**src/rtl/if_fetch_unit.sv**
```systemverilog
// if_fetch_unit: instruction-fetch producer for the IF/ID pipeline register.
// Owns the PC and issues held word reads to instruction memory. Each fetched
// {pc, instruction} pair goes out with a combinational load strobe. A stalled
// response is parked in a one-entry hold buffer. Redirects that arrive while a
// read is outstanding are deferred until that read completes, and its data is
// dropped.
//
// Ports:
//   clk, rst                 clock; synchronous active-high reset
//   imem_address/imem_read   request to instruction memory (address = pc)
//   imem_rdata/imem_resp     one-cycle response strobe with read data
//   stall_i                  IF/ID cannot load this cycle
//   redirect_i/redirect_pc_i taken branch/jump target from a later stage
//   pc_o/instruction_o       delivered pair, valid when load_o=1
//   load_o                   IF/ID load strobe
//
// Optional: define FETCH_PERF_CNT_EN to add fetch_count_o and stall_count_o.
module if_fetch_unit #(
    parameter logic [31:0] RESET_PC = 32'h0000_0060
) (
    input  logic        clk,
    input  logic        rst,
    output logic [31:0] imem_address,
    output logic        imem_read,
    input  logic [31:0] imem_rdata,
    input  logic        imem_resp,
    input  logic        stall_i,
    input  logic        redirect_i,
    input  logic [31:0] redirect_pc_i,
    output logic [31:0] pc_o,
    output logic [31:0] instruction_o,
    output logic        load_o
`ifdef FETCH_PERF_CNT_EN
    ,
    output logic [31:0] fetch_count_o,
    output logic [31:0] stall_count_o
`endif
);

    typedef enum logic [1:0] {
        FETCH = 2'd0,
        HOLD  = 2'd1,
        FLUSH = 2'd2
    } state_t;

    state_t      state, state_d;
    logic [31:0] pc, pc_d;
    logic [31:0] hold_buf, hold_buf_d;
    logic [31:0] pend_pc, pend_pc_d;
    logic [31:0] redirect_aligned;
    logic [31:0] pc_inc;

    assign redirect_aligned = redirect_pc_i & ~32'h3;
    assign pc_inc           = pc + 32'd4;   // wraps modulo 2^32
    assign imem_address     = pc;
    assign pc_o             = pc;

    always_ff @(posedge clk) begin
        if (rst) begin
            state    <= FETCH;
            pc       <= RESET_PC;
            hold_buf <= 32'd0;
            pend_pc  <= 32'd0;
        end else begin
            state    <= state_d;
            pc       <= pc_d;
            hold_buf <= hold_buf_d;
            pend_pc  <= pend_pc_d;
        end
    end

    always_comb begin
        state_d       = state;
        pc_d          = pc;
        hold_buf_d    = hold_buf;
        pend_pc_d     = pend_pc;
        imem_read     = 1'b0;
        load_o        = 1'b0;
        instruction_o = 32'd0;

        // Outputs stay quiet during reset; a response seen then is ignored
        // because the register block reloads on rst regardless.
        if (!rst) begin
            case (state)
                FETCH: begin
                    imem_read = 1'b1;
                    if (imem_resp) begin
                        if (redirect_i) begin
                            pc_d = redirect_aligned;
                        end else if (stall_i) begin
                            hold_buf_d = imem_rdata;
                            state_d    = HOLD;
                        end else begin
                            load_o        = 1'b1;
                            instruction_o = imem_rdata;
                            pc_d          = pc_inc;
                        end
                    end else if (redirect_i) begin
                        // The address must stay put until the outstanding
                        // read completes; park the target meanwhile.
                        pend_pc_d = redirect_aligned;
                        state_d   = FLUSH;
                    end
                end
                HOLD: begin
                    if (redirect_i) begin
                        pc_d    = redirect_aligned;
                        state_d = FETCH;
                    end else if (!stall_i) begin
                        load_o        = 1'b1;
                        instruction_o = hold_buf;
                        pc_d          = pc_inc;
                        state_d       = FETCH;
                    end
                end
                FLUSH: begin
                    imem_read = 1'b1;
                    if (imem_resp) begin
                        pc_d    = redirect_i ? redirect_aligned : pend_pc;
                        state_d = FETCH;
                    end else if (redirect_i) begin
                        pend_pc_d = redirect_aligned;   // latest redirect wins
                    end
                end
                default: begin
                    state_d = FETCH;
                end
            endcase
        end
    end

`ifdef FETCH_PERF_CNT_EN
    always_ff @(posedge clk) begin
        if (rst) begin
            fetch_count_o <= 32'd0;
            stall_count_o <= 32'd0;
        end else begin
            if (load_o) begin
                fetch_count_o <= fetch_count_o + 32'd1;
            end
            if ((state == HOLD) || ((state == FETCH) && imem_read && !imem_resp)) begin
                stall_count_o <= stall_count_o + 32'd1;
            end
        end
    end
`endif

endmodule
```
**config.mk**
```make
export PLATFORM = sky130hd
export DESIGN_NAME = if_fetch_unit
export DESIGN_NICKNAME = d
export VERILOG_FILES = /design/src/rtl/if_fetch_unit.sv
export SDC_FILE = /design/constraint.sdc
export NUM_CORES = 1
export LEC_CHECK = 0
export ABC_AREA = 1
export BUFFER_PORTS_ARGS = -buffer_cell sky130_fd_sc_hd__clkbuf_2
export CAP_MARGIN = 30
export CELL_PAD_IN_SITES_DETAIL_PLACEMENT = 1
export CELL_PAD_IN_SITES_GLOBAL_PLACEMENT = 2
export CORE_UTILIZATION = 24
export DETAILED_ROUTE_END_ITERATION = 6
export PLACE_DENSITY = 0.75
export REMOVE_ABC_BUFFERS = 1
export SYNTH_ARGS = -nofsm -noshare
export SYNTH_HDL_FRONTEND = slang
export SYNTH_SLANG_ARGS = --single-unit
export TNS_END_PERCENT = 100
```
**constraint.sdc**
```tcl
create_clock -name clk -period 1.4 [get_ports clk]
set_input_delay 0.28 -clock clk [delete_from_list [all_inputs] [get_ports clk]]
set_output_delay 0.28 -clock clk [all_outputs]
set_load 0.005 [all_outputs]
```
# Yosys cells after proc, flatten, opt, wreduce, memory -nomap -nowiden
# Cells that the tools add are included.
[word_totals]
register_bits = 98
input_bits = 69
output_inout_bits = 98
wordCells = 50
[classes]
addsub = 1
n_eq_ne = 8
mux = 28
n_bitwise = 2
n_reduce_logical = 7
[op_table]
columns = ["op", "count"]
rows = [
  ["two-way mux 32 bit", 11],
  ["one-hot mux 32 bit (3 select lines)", 1],
  ["one-hot mux 32 bit (2 select lines)", 1],
  ["adder 32 x 3 -> 32 bit, second input constant", 1],
  ["two-way mux 2 bit", 7],
  ["inequality test 3 bit, second input constant", 4],
  ["two-way mux 1 bit", 6],
  ["one-hot mux 2 bit (3 select lines)", 1],
  ["AND reduction 5 bit", 1],
  ["inequality test 2 bit, second input constant", 2],
  ["AND reduction 4 bit", 1],
  ["AND reduction 3 bit", 1],
  ["nonzero test 3 bit", 1],
  ["equality test 2 x 1 -> 1 bit, second input constant", 1],
  ["equality test 2 bit, second input constant", 1],
  ["zero test 2 bit", 1],
  ["inverter 1 bit", 2],
  ["one-hot mux 1 bit (2 select lines)", 1],
  ["AND reduction 2 bit", 1],
  ["OR reduction 2 bit", 1],
]

# Logic depth before layout (Yosys ltp)
# Gate-level depths: netlist of run 1.
[logic_depth]
ltp_word = 5
depth_mapped = 9
mapped_depth_nobuf = 9

# Worst setup path after synthesis of run 1
# No wires, ideal clock.
[synth_timing]
path_type = "register to output"
from = "register state[0]"
to = "output instruction_o[13]"
arrival_ps = 1193
required_time_ps = 1120
slack_ps = -73
path_stages_with_launch = 8
path_buffers = 1
path_cell_list = "dfxtp_1 inv_2 nor2_1 nand2_1 inv_1 buf_2 nand2_1 a21oi_1"
[synth_via]
elab_chain_len = 3
word_cells_on_any_way = 4
cone_classes = "1 x eq/ne; 2 x mux; 1 x reduce/logical"
[synth_lines]
columns = ["item", "line", "source"]
rows = [
  ["from (decl)", "46", "state_t state, state_d;"],
  ["from (signal assigned)", "65", "state <= state_d;"],
  ["equality test 2 x 1 -> 1 bit or zero test 2 bit (tied branches)", "84", "case (state)"],
  ["one-hot mux 32 bit (2 select lines) *", "84", ""],
  ["two-way mux 32 bit *", "83", "if (!rst) begin"],
  ["to (decl)", "31", "output logic [31:0] instruction_o,"],
]
# Every way passes the cells marked *; elsewhere a longest branch is shown, timed or not.

# Worst setup path in the final report of run 1
[layout_timing]
from = "register state[0]"
to = "output instruction_o[2]"
# The elaborated chain is that of the path after synthesis.

==> results of run 1 <==
## worst min path at each step
stage,endpoint,cells past startpoint
3_5_place_dp,pend_pc[0]$_SDFFE_PP0P_,2
6_report,hold_buf[27]$_SDFFE_PP0P_,3
2_1_floorplan,imem_address[1]$_SDFFE_PP0P_,1
4_1_cts,hold_buf[4]$_SDFFE_PP0P_,3
5_1_grt,hold_buf[15]$_SDFFE_PP0P_,3
3_3_place_gp,pend_pc[7]$_SDFFE_PP0P_,2
## logic make-up (layout without fill, tap and decap cells)
logic type,count (synthesis),after routing
adders and majority gates,1,1
AOI/OAI and AO/OA,203,203
DFF,98,98
buffers and inverters,125,368
and+or+nand+nor,392,394
other,0,2
xor gates and xnor gates,2,2
## sequential cells by signal, summed over array words and instances (netlist names)
| register | count |
|---|---|
| pend_pc | 32 |
| state | 2 |
| imem_address | 32 |
| hold_buf | 32 |
## cells in the mapped netlist, types with 4 or more instances
cell type	instances	share of area
a21oi_1	42	0.038
a22o_1	19	0.030
o21ai_0	74	0.068
a22oi_1	35	0.048
o21bai_1	5	0.0069
buf_2	18	0.016
or2_2	4	0.0046
nand2_1	120	0.082
clkbuf_1	17	0.012
nand3_1	40	0.037
dfxtp_1	98	0.36
buf_4	35	0.048
nor2_1	215	0.15
nor2_2	4	0.0046
buf_6	5	0.010
inv_1	44	0.030
o21ai_1	20	0.018
## metal layers
metal | part of all wire | GRT usage | wire length, µm
met1 | 0.42 | 0.223 | 10200
met2 | 0.51 | 0.320 | 12300
met3 | 0.051 | 0.0405 | 1240
met4 | 0.024 | 0.0385 | 587
met5 | 0 | 0 | 0
## per-stage QoR
stage	setup slack (ns)	total power, mW	setup TNS, ns	hold WS (ns)
final	-0.474	8.94	-22.37	0.157
after global routing	-0.530	9.37	-31.41	0.165
after CTS	-0.463	8.26	-14.73	0.155
after detailed placement	-0.281	5.15	-19.31	0.443
after global placement	-0.261	5.11	-16.38	0.435
after floorplan	-0.571	4.05	-47.10	0.349
## area by class of cell
cell class	instances	share of cell area
antenna	2	0.000549
clock buffer	10	0.0251
clock inverter	6	0.00989
inverter	48	0.0257
multi-input combinational	600	0.410
sequential	98	0.220
tap	280	0.0385
timing repair buffer	301	0.262
timing repair inverter	3	0.00769
## power by group through the flow
stage          clock [mW]  sequential [mW]  combinational, mW
5_1_grt              2.97             3.29               3.11
3_5_place_dp            0             3.26               1.88
2_1_floorplan           0             3.31              0.747
4_1_cts              2.87             3.22               2.17
3_3_place_gp            0             3.26               1.85
6_report             2.79             3.26               2.90
## tightest hold or removal path, stage by stage
cell,delay [ns]
clkbuf_2,0.10
nor2_1,0.04
nor2_1,0.06
## what timing repair did
item / 4_1_cts / 5_1_grt
cloned: 6 / 13
buffers inserted: 13 / 18
pin swaps: 20 / 54
setup endpoints to repair: 94 / 133
gates resized for setup: 77 / 299
==> results_dict.tcl, run 1 <==
set metrics [dict create \
    grt_use_total 0.181 \
    critical_path_cell_count 7 \
    yosysUniqueCellTypes 36 \
    first_pass_iters 7 \
    period_minus_slack_ns 1.87 \
    portBuffers 164 \
    hold_viol 0 \
    synthCells 821 \
    setup_violations 126 \
    area_delta_synth_final_pct 66.7 \
    ys.flop_type "dfxtp_1" \
    period_share 1.34 \
    fin_ws_ns -0.474 \
    grt_pass1_wl_mm 33.8 \
    stdcell_count 1348 \
    utilization 0.412 \
    combinationalPowerShare 0.324 \
    h-tree-depth 3 \
    via_count 6581 \
    final_cell_mix "nor2_1 (166), clkbuf_2 (152), nand2_1 (94), dfxtp_1 (78), buf_4 (78)" \
    fillers 2655 \
    switching_power_mw 2.97 \
    hold_class "primary input to register" \
    hold_buffers 0 \
    dp_hpwl_mm 14.3 \
    insertion_delay_ns 0.36 \
    ys_warn_count 0 \
    netlist_area_mm2 0.00546 \
    die_area_mm2 0.0234 \
    vias_per_cell 4.88 \
    regArea_mm2 0.00201 \
    slowest_delay_ns 0.37 \
    syn_area_per_cell_um2 6.66 \
    status "finished with violations" \
    synthAdderAreaFrac 0.00229 \
    r2r-end "imem_address[5]$_SDFFE_PP1P_" \
    tightestPinTransition_ns 0.404 \
    r2r_start "state[0]$_SDFFE_PP0P_" \
    drt_iter0_drc 268 \
    clockBufferDepth 2 \
    slew_headroom 0.731 \
    row_count 54 \
    multi_input_area_mm2 0.00373 \
    hold_start "imem_rdata[27]" \
    fin_worst_skew_ns 0.0115 \
    ys_seq_elements 98 \
    cp-start-kind "register" \
    die_y_um 153 \
    synth_top_family_by_area "simple AND/OR/NAND/NOR gates" \
    maxCapViolCount 0 \
    ant_nets 0 \
    cp-endpoint "instruction_o[2]" \
    initial_core_util 0.247 \
    drive_gt1_frac 0.508 \
    place_congestion 0.759 \
    crit_fanout 7 \
    leakage_nw 3.98 \
    slowest_stage "dfxtp_4" \
    ff2ff_path_depth 10 \
    synth-simple-area-share 0.291 \
    final_common_cell "nor2_1" \
    cp_top_family "buffers and inverters" \
    rsz0062_at_grt "yes" \
    ios 167 \
    numClockSinks 98 \
    switching_share 0.332 \
    power_frac_clock 0.312 \
    fp.coreArea_mm2 0.0221 \
    synth-compound-area-share 0.223 \
    rrSetupSlack_ns -0.21 \
    routed_wl_mm 24.3 \
    tritoncts.num_buffers 9 \
    root_buffer "clkbuf_16" \
    worstPathArrival_ns 1.59 \
    clk_pin_slew_worst_paths_ns 0.08 \
    place_inst 1284 \
    postPlaceCellArea_mm2 0.00699 \
    async_flop_share 0 \
    power_density_mw_per_mm2 982 \
    seqPwrFrac 0.364 \
    synth_mux_area_frac 0 \
    die_x_um 153 \
    wl_per_cell_um 18.0 \
    crit_type "register to output port" \
    final_cell_area_mm2 0.00911 \
    required_ns 1.12 \
    drc_errors 0 \
    grt_max_degree 56 \
    grt_antenna_before_repair 2 \
    grt_pass1_vias 6328 \
    synth_seq_area_share 0.359 \
    nets 1131 \
    endpoint_kind "output port" \
    crit_start "state[0]$_SDFFE_PP0P_" \
    crit_chain "nor2_4 > nand3_4 > clkinv_4 > clkbuf_16 > a22oi_1 > nor2_1 > clkbuf_2" \
    overflow 0 \
    crit_buf_inv 3 \
    cts_tree "built" \
    synth_edf_count 0 \
    max_freq_mhz 534 \
    vdd_drop_max_uv 540 \
    synth_xor_area_frac 0.00321 \
    slew_violations 0 \
    violations "negative setup slack" \
    p_int_mw 5.97 \
]
No activity file was read; power rests on OpenSTA's default activity.
==> inputs of run 2 (changes only) <==
- REMOVE_ABC_BUFFERS: 1 -> default
==> run 2 against run 1 <==
Non-clock buffer count rose by 15. Global-route usage up 0.55 points. Final cell count up 0.96%. Core utilization down 0.67 points. Highest routed layer unchanged. Largest power group unchanged. Critical endpoint is now instruction_o[11]. The flow still finishes with violations (negative setup slack). Clock power is 13% higher. Via count shrank 1.9%. Maximum frequency increased by 1.7%. Register-to-register slack worse by 0.11 ns.
==> results_dict.tcl, run 2 (synthesis results as in run 1) <==
set metrics [dict create \
    status "finished with violations" \
    violations "negative setup slack" \
    grt_pass1_vias 6552 \
    clk_pin_slew_worst_paths_ns 0.08 \
    slew_headroom 0.761 \
    max_freq_mhz 543 \
    via_count 6456 \
    endpoint_kind "output port" \
    drc_errors 0 \
    worst_hold_slack_ns 0.161 \
    power_density_mw_per_mm2 1030 \
    fillers 2706 \
    final_common_cell "nor2_1" \
    row_count 54 \
    area_delta_synth_final_pct 64.0 \
    grt_antenna_before_repair 0 \
    crit_chain "inv_4 > nor2_4 > nand2_2 > clkinv_4 > buf_16 > a22oi_2 > nor2_1 > clkbuf_2" \
    routed_wl_mm 23.1 \
    tightestPinTransition_ns 0.358 \
    slew_violations 0 \
    fin_worst_skew_ns 0.00911 \
    dp_hpwl_mm 14.5 \
    cp_top_family "buffers and inverters" \
    maxCapViolCount 0 \
    portBuffers 164 \
    final_cell_area_mm2 0.00896 \
    final_cell_mix "nor2_1 (185), clkbuf_2 (152), nand2_1 (109), buf_4 (97), dfxtp_1 (92)" \
    insertion_delay_ns 0.35 \
    drive_gt1_frac 0.439 \
    cp-start-kind "register" \
    period_minus_slack_ns 1.84 \
    die_y_um 153 \
    slowest_delay_ns 0.39 \
    leakage_nw 3.99 \
    required_ns 1.12 \
    initial_core_util 0.247 \
    n_antenna_cell 0 \
    place_congestion 0.754 \
    setup_violations 131 \
    syn_nets 891 \
    hold_class "primary input to register" \
    first_pass_iters 4 \
    h-tree-depth 3 \
    root_buffer "clkbuf_16" \
    overflow 0 \
    crit_type "register to output port" \
    crit_buf_inv 4 \
    wl_per_cell_um 17.0 \
    ios 167 \
    vdd_drop_max_uv 630 \
    rsz0062_at_grt "yes" \
    grt_max_degree 58 \
    crit_fanout 11 \
    hold_viol 0 \
    grt_pass1_wl_mm 34.8 \
    dpl_worst_slack_ns -0.190 \
    utilization 0.406 \
    cts_tree "built" \
    die_x_um 153 \
    nets 1146 \
    grt_use_total 0.186 \
    p_total_mw 9.19 \
    ant_nets 0 \
    fp.coreArea_mm2 0.0221 \
    multi_input_area_mm2 0.00335 \
    worstPathArrival_ns 1.56 \
    drt_iter0_drc 207 \
    tritoncts.num_buffers 9 \
    vias_per_cell 4.74 \
    hold_buffers 0 \
    period_share 1.32 \
    postPlaceCellArea_mm2 0.00707 \
    regArea_mm2 0.00198 \
    clockBufferDepth 2 \
    die_area_mm2 0.0234 \
    numClockSinks 98 \
    slowest_stage "dfxtp_4" \
    fin_ws_ns -0.442 \
]
run 2: per-layer routing:
layer,routed length [µm],up-vias,global-route usage
met5,0,-,0
met4,397,0,0.0462
met3,978,21,0.0377
met2,11700,152,0.328
met1,10100,3086,0.231
li1,-,3197,-
run 2: worst min-delay path: cells and delay by family:
family	cells	cell delay (ns)
buf+inv	1	0.09
simple gates	2	0.11
run 2: report_power, final:
part | internal, mW | leakage [nW] | switching, mW
sequential | 3.02 | 0.809 | 0.204
clock | 1.93 | 0.176 | 1.21
combinational | 1.42 | 3.00 | 1.40
run 2: worst paths after layout:
check | from | endpoint | slack (ns) | depth (start not counted)
setup reg to reg | state[1]$_SDFFE_PP0P_ | imem_address[16]$_SDFFE_PP0P_ | -0.32 | 10
hold / removal | imem_rdata[19] | hold_buf[19]$_SDFFE_PP0P_ | 0.16 | 3
setup / recovery | state[0]$_SDFFE_PP0P_ | instruction_o[11] | -0.44 | 8
hold reg to reg | pend_pc[11]$_SDFFE_PP0P_ | pend_pc[11]$_SDFFE_PP0P_ | 0.46 | 2
run 2: what timing repair did:
| item | in CTS | in global routing |
|---|---|---|
| resized for setup | 108 | 168 |
| setup endpoints to repair | 102 | 130 |
| pin swaps | 11 | 53 |
| buffers inserted | 14 | 15 |
| gates cloned | 13 | 14 |
run 2: metrics by stage:
step | TNS [ns] | std cells
after detailed placement | -11.26 | 1294
after global placement | -9.31 | 1294
after global routing | -40.50 | 1361
final | -29.67 | 1361
after CTS | -18.89 | 1334
after floorplan | 0 | 821
run 2: final cells by class:
type	count	area share
Timing Repair Buffer	316	0.292
Multi-Input combinational cell	598	0.374
Sequential cell	98	0.221
Clock buffer	9	0.0251
Timing Repair inverter	5	0.00656
Inverter	48	0.0264
Tap cell	280	0.0391
Clock inverter	7	0.0158
